--- config.mk ---
export PLATFORM = sky130hd
export DESIGN_NAME = register_pipe
export DESIGN_NICKNAME = d
export VERILOG_FILES = /design/src/rtl/register_pipe.sv
export SDC_FILE = /design/constraint.sdc
export NUM_CORES = 1
export LEC_CHECK = 0
export BUFFER_PORTS_ARGS = -buffer_cell sky130_fd_sc_hd__buf_2
export CAP_MARGIN = 15
export CELL_PAD_IN_SITES_DETAIL_PLACEMENT = 0
export CELL_PAD_IN_SITES_GLOBAL_PLACEMENT = 2
export CORE_ASPECT_RATIO = 1.5
export CORE_UTILIZATION = 37
export DETAILED_ROUTE_END_ITERATION = 10
export PLACE_DENSITY = 0.79
export SLEW_MARGIN = 15
export SYNTH_ARGS = -nofsm -noshare
export SYNTH_HDL_FRONTEND = slang
export SYNTH_SLANG_ARGS = --single-unit
--- constraint.sdc ---
create_clock -name clk -period 1.9 [get_ports clk]
set_clock_uncertainty 0.1 [all_clocks]
set_input_delay 0.38 -clock clk [delete_from_list [all_inputs] [get_ports clk]]
set_output_delay 0.38 -clock clk [all_outputs]
set_load 0.005 [all_outputs]
--- src/rtl/register_pipe.sv ---
// Elastic register pipeline: DEPTH stages of WIDTH-bit data with valid/ready flow control,
// global freeze (enable) and synchronous flush. Define REG_PIPE_COUNT_EN to add the occupancy port.
module register_pipe #(
    parameter int WIDTH = 8,
    parameter int DEPTH = 3
) (
    input  logic             clk,
    input  logic             reset_n,
    input  logic             enable,
    input  logic             flush,
    input  logic             in_valid,
    input  logic [WIDTH-1:0] in_data,
    output logic             in_ready,
    output logic             out_valid,
    output logic [WIDTH-1:0] out_data,
    input  logic             out_ready
`ifdef REG_PIPE_COUNT_EN
    ,
    output logic [$clog2(DEPTH+1)-1:0] count
`endif
);

    // Handshake: a word moves across a boundary on a rising edge only when the sender's
    // valid and the receiver's ready are both 1 in that cycle. out_ready is ignored while
    // enable=0, and a flush discards everything held or accepted on that edge.

    logic [DEPTH-1:0] v;
    logic [WIDTH-1:0] d [DEPTH];
    logic [DEPTH-1:0] adv;
    logic [DEPTH-1:0] prev_v;
    logic [WIDTH-1:0] prev_d [DEPTH];
    logic             slack;

    // A stage may load if any stage at or after it is empty, or the output drains;
    // folding the chain into a running OR keeps bubble collapse a single combinational pass.
    always_comb begin
        slack = out_ready;
        adv   = '0;
        for (int k = DEPTH - 1; k >= 0; k--) begin
            slack  = slack | ~v[k];
            adv[k] = enable & slack;
        end
    end

    always_comb begin
        prev_v[0] = in_valid;
        prev_d[0] = in_data;
        for (int k = 1; k < DEPTH; k++) begin
            prev_v[k] = v[k-1];
            prev_d[k] = d[k-1];
        end
    end

    always_ff @(posedge clk or negedge reset_n) begin
        if (!reset_n) begin
            v <= '0;
            for (int k = 0; k < DEPTH; k++) begin
                d[k] <= '0;
            end
        end else begin
            for (int k = 0; k < DEPTH; k++) begin
                if (flush) begin
                    v[k] <= 1'b0;
                end else if (adv[k]) begin
                    v[k] <= prev_v[k];
                    // Bubbles only clear the valid bit; data keeps its last word.
                    if (prev_v[k]) begin
                        d[k] <= prev_d[k];
                    end
                end
            end
        end
    end

    assign in_ready  = adv[0] & reset_n;
    assign out_valid = v[DEPTH-1];
    assign out_data  = d[DEPTH-1];

`ifdef REG_PIPE_COUNT_EN
    logic in_xfer;
    logic out_xfer;

    assign in_xfer  = in_valid & in_ready;
    assign out_xfer = out_valid & out_ready & enable;

    always_ff @(posedge clk or negedge reset_n) begin
        if (!reset_n) begin
            count <= '0;
        end else if (flush) begin
            count <= '0;
        end else if (in_xfer && !out_xfer) begin
            count <= count + 1'b1;
        end else if (out_xfer && !in_xfer) begin
            count <= count - 1'b1;
        end
    end
`endif

    out_data_held_a: assert property (@(posedge clk) disable iff (!reset_n)
        (out_valid && !out_ready) |=> (out_data == $past(out_data)));

    frozen_not_ready_a: assert property (@(posedge clk) disable iff (!reset_n)
        in_ready |-> enable);

endmodule

After elaboration in Yosys (flattened, before gate mapping) --
Index checks and enable logic that the tools add are counted.
Word-level totals: ROM bits 0, RAM bits 0, memories kept 0, bits in latches 0, output and inout port bits 10, flip-flop bits (word level) 27
Cells by class: muxes and demuxes 6, div/mod/pow operators 0, reductions and logical operators 6, eq/ne operators 0, bitwise gates (word level) 11, shift operators 0, add/sub/neg operators 0, multiply operators 0, magnitude comparators 0
Operators by type and width (number):
- $reduce_and 3->1 | 3
- $mux 1 | 6
- $reduce_bool 2->1 | 3
- $and 1x1->1 | 4
- $not 1->1 | 4
- $or 1x1->1 | 3

Depth between registers and ports, before layout --
depth in word-level cells 7, gate-level depth with buffers 5, mapped depth without buffers 3

Least setup slack after synthesis --
Ideal clock, no wire load.
kind reg-to-reg, start reg v[2], end reg d[10] in the netlist's numbering, cell stages (with the launch flop) 4, data required time 1.675 ns, data arrival time 1.228 ns, clock period less this slack 1.453 ns, slack 0.447 ns, cells stage by stage dfrtp_1 nor2b_2 a21oi_2 mux2_2
On the way: word-level cells in the longest chain between the ends 5
Ends and longest elaborated chain:
- start, declared | line 27 | logic [DEPTH-1:0] v;
- start signal, assigned by index | line 65 | v[k] <= prev_v[k];
- $not 1->1 | line 40 | slack = slack | ~v[k];
- $or 1x1->1 (2 in a row) | line 40
- $and 1x1->1 | line 41 | adv[k] = enable & slack;
- $reduce_and 3->1 (no source line)
- end signal, assigned by index | line 68 | d[k] <= prev_d[k];
- end, declared | line 28 | logic [WIDTH-1:0] d [DEPTH];
Every way passes these cells. A chain may end at the register's enable or synchronous reset.

Final worst setup path --
start reg v[1], end out in_ready
On the way: word-level cells in the longest chain between the ends 5
Ends and longest elaborated chain:
- $not 1->1 | line 40
- $or 1x1->1 (2 in a row) | line 40
- $and 1x1->1 | line 41
- $and 1x1->1 | line 75 | assign in_ready = adv[0] & reset_n;
- end, declared | line 13 | output logic in_ready,
Every way passes these cells.

==> parameters.txt <==
Parameter                              Value

Drt
  Post-detailed-routing wire length ... 1870 um
  1st-iter DRT viols ... 23
  Via density ... 4.77
  DRC viols ... 0
  Detailed-route wire length per cell ... 13.7 um
  DR pass1 iterations ... 4
  Post-route ant nets ... 0
  Via count ... 654

Clocking
  H-tree level count ... 1
  Count of hold-fix buffers inserted at cts ... 0
  Clk root buf ... sky130_fd_sc_hd__clkbuf_8
  Clock-pin slew of the registers on the worst-case setup and hold paths ... 0.09 ns
  Clock tree from TritonCTS ... yes
  Number of gates resized after cts ... 0
  Clock Tree Buf Depth ... 2
  Total clock buffers created by CTS ... 3
  Clock insertion delay at the later pin of the skew report ... 0.26 ns
  Clk sink count ... 27
  Setup Fix Bufs, Post-CTS ... 0

Setup path
  Req. time, crit path ... 1.42 ns
  Capture point of the critical path ... in_ready
  Crit path capture type ... output port
  FF-to-FF End ... d[16]$_DFFE_PN0P_
  Worst R2R Setup Slack ... 0.27 ns
  Critical Setup Path Class ... register to output port
  Source of the worst register-to-register timing path ... v[1]$_DFFE_PN0P_
  Worst Reg-to-Reg Cells ... 3
  Arrival time worst endpoint ... 1.17 ns
  Critical-path maximum fanout ... 5
  Source of the critical timing path ... v[1]$_DFFE_PN0P_
  Element type at the critical path start ... register

Layout
  Cell area after layout ... 1340 um2
  Antenna Diode Count ... 0
  Commonest cells after routing, fill and taps aside ... sky130_fd_sc_hd__dfrtp_1, sky130_fd_sc_hd__buf_2, sky130_fd_sc_hd__mux2_4, sky130_fd_sc_hd__mux2_2, sky130_fd_sc_hd__clkbuf_8
  Most common cell after layout, fill and taps aside ... sky130_fd_sc_hd__dfrtp_1
  Ratio of cells with drive above 1 in the final layout ... 55.7%
  Number of nets at the end of the flow ... 112
  Area grow syn2layout ... 10.9%

Floorplanning
  Total die area ... 3500 um2
  Core area ... 3130 um2
  Die span in y ... 72 um
  Row count ... 25
  Starting utilization of the core area ... 38.6%
  Die width ... 48.7 um
  Ports placed on the boundary ... 24

Logic synthesis
  Seq/Total Area, Yosys ... 55.9%
  Average size of a mapped cell ... 15.3 um2
  Syn_nets ... 93
  Register bit total from synthesis ... 27
  Mux contribution to synthesized area ... 28.2%
  Area share of the largest cell type after synthesis ... 55.9%
  Simple-gate share of the synthesized area ... 5.28%
  Share of the synthesized area in compound gates (AO/OA/AOI/OAI) ... 2.59%
  Post-Syn Instances ... 79
  Number of warnings reported in the yosys synthesis log ... 0
  Mapped Area ... 1210 um2
  Post-synthesis share of cell area spent on xor and xnor gates ... 0%
  Leading cell types by total area after synthesis ... sky130_fd_sc_hd__dfrtp_1, sky130_fd_sc_hd__mux2_4, sky130_fd_sc_hd__mux2_2
  Synth Area in Adders ... 0%
  Biggest area consumer among synthesized cells ... sky130_fd_sc_hd__dfrtp_1
  Largest family of logic cells by synthesized area ... multiplexers
  Post-synth cell types ... 19

STA
  Hold violation count in the final report ... 0
  Final period util ... 87.0%
  Setup TNS ... 0 ns
  Setup repair after global routing missed its margin ... false
  Pins over their slew limit ... 0
  Slew at the pin closest to its max-slew limit ... 0.515 ns
  Minimum clock period ... 1.65 ns
  Final Setup Violations ... 0
  F_max ... 605 MHz
  Relative slew slack ... 65.6%

Worst hold path
  Tightest Hold Check Type ... primary input to asynchronous set/reset pin

Power
  Peak supply drop ... 0.000408 V
  Leakage power total ... 0.664 nW
  Cell Pwr Density ... 1000 nW/um2

Global route
  Sum of overflow across all layers after global routing ... 0
  Pin count of the biggest net entering global routing ... 28
  Antenna violations before repair ... 0
  Global-route wire length before repair ... 3090 um
  Via count of the first global-routing pass ... 682
  Tot GR Track Use ... 11.7%

Placed design
  Buffers on Ports ... 23
  Placed cell areas ... 1290 um2
  Final GP Congestion ... 0.665

Job
  Count of maximum capacitance violations ... 0

Outcome
  Run status ... complete, no violations
==> cells by family (layout without fill, tap and decap cells) <==
logic type             after synthesis  in the layout
buffers and inverters               12             30
AO/OA/AOI/OAI                        5              5
AND/OR/NAND/NOR                     10             10
flip-flops                          27             27
multiplexers                        25             25
==> sequential cells by signal, indices dropped and copies added, names as in the netlist <==
signal,flops
out_data,8
v,3
d,16
==> area by class of cell <==
cell class,count,area [um2]
multi-input combinational,40,435
tap,40,50.0
timing repair buffer,25,130
inverter,1,3.75
sequential,27,676
clock buffer,4,45.0
fill,310,1790
==> synthesized netlist by cell type <==
| cell | count |
|---|---|
| sky130_fd_sc_hd__and3b_1 | 1 |
| sky130_fd_sc_hd__buf_4 | 8 |
| sky130_fd_sc_hd__buf_6 | 3 |
| sky130_fd_sc_hd__mux2_4 | 16 |
| sky130_fd_sc_hd__and3_1 | 2 |
| sky130_fd_sc_hd__dfrtp_1 | 27 |
| sky130_fd_sc_hd__nand4b_1 | 1 |
| sky130_fd_sc_hd__a21oi_2 | 1 |
| sky130_fd_sc_hd__mux2i_1 | 1 |
| sky130_fd_sc_hd__a21oi_1 | 2 |
| sky130_fd_sc_hd__o21ai_0 | 1 |
| sky130_fd_sc_hd__nor2_1 | 1 |
| sky130_fd_sc_hd__mux2_2 | 8 |
| sky130_fd_sc_hd__inv_1 | 1 |
| sky130_fd_sc_hd__a22oi_1 | 1 |
| sky130_fd_sc_hd__nor2b_1 | 1 |
| sky130_fd_sc_hd__nand2_1 | 2 |
| sky130_fd_sc_hd__nor2b_2 | 1 |
| sky130_fd_sc_hd__nand3b_1 | 1 |
==> routing by layer <==
layer	track usage (%)	vias up	part of all wire, %
li1	-	304	-
met3	1.89	4	2.4
met5	0	-	0
met1	13.5	329	42
met4	5.88	0	1.8
met2	21.0	17	54
==> through the flow <==
| stage | instances | setup slack, ns | utilization (%) | hold WS, ns | total power, W |
|---|---|---|---|---|---|
| 5_1_grt | 137 | 0.165 | 42.8 | 0.0678 | 0.00142 |
| 6_report | 137 | 0.248 | 42.8 | 0.0442 | 0.00135 |
| 3_3_place_gp | 133 | 0.163 | 41.4 | 0.354 | 0.00104 |
| 2_1_floorplan | 79 | 0.447 | - | -0.0156 | 0.00100 |
| 4_1_cts | 137 | 0.231 | 42.8 | 0.0597 | 0.00137 |
| 3_5_place_dp | 133 | 0.131 | 41.4 | 0.351 | 0.00105 |
==> worst min path at each step <==
stage                     startpoint                      end  slack, ns  cells past startpoint
after floorplan              reset_n        d[10]$_DFFE_PN0P_      -0.02                      0
after global placement       reset_n  out_data[6]$_DFFE_PN0P_       0.35                      2
after detailed placement     reset_n        d[14]$_DFFE_PN0P_       0.35                      2
after CTS                    reset_n        d[14]$_DFFE_PN0P_       0.06                      2
after global routing         reset_n        d[13]$_DFFE_PN0P_       0.07                      2
final                        reset_n        d[14]$_DFFE_PN0P_       0.04                      2
==> report_power, final <==
group	switching (W)	internal (W)	total, W	leakage [nW]
combinational	0.0000759	0.000180	0.000256	0.299
sequential	0.0000667	0.000708	0.000775	0.342
clock	0.000165	0.000150	0.000315	0.0228
total	0.000308	0.00104	0.00135	0.664
==> worst max-delay path, cell delays in order, from the launching register on <==
cell and delay [ns]:
sky130_fd_sc_hd__dfrtp_1 0.42, sky130_fd_sc_hd__nand4b_1 0.16, sky130_fd_sc_hd__and3_1 0.21, sky130_fd_sc_hd__buf_2 0.12
No activity file was read; power rests on OpenSTA's default activity.
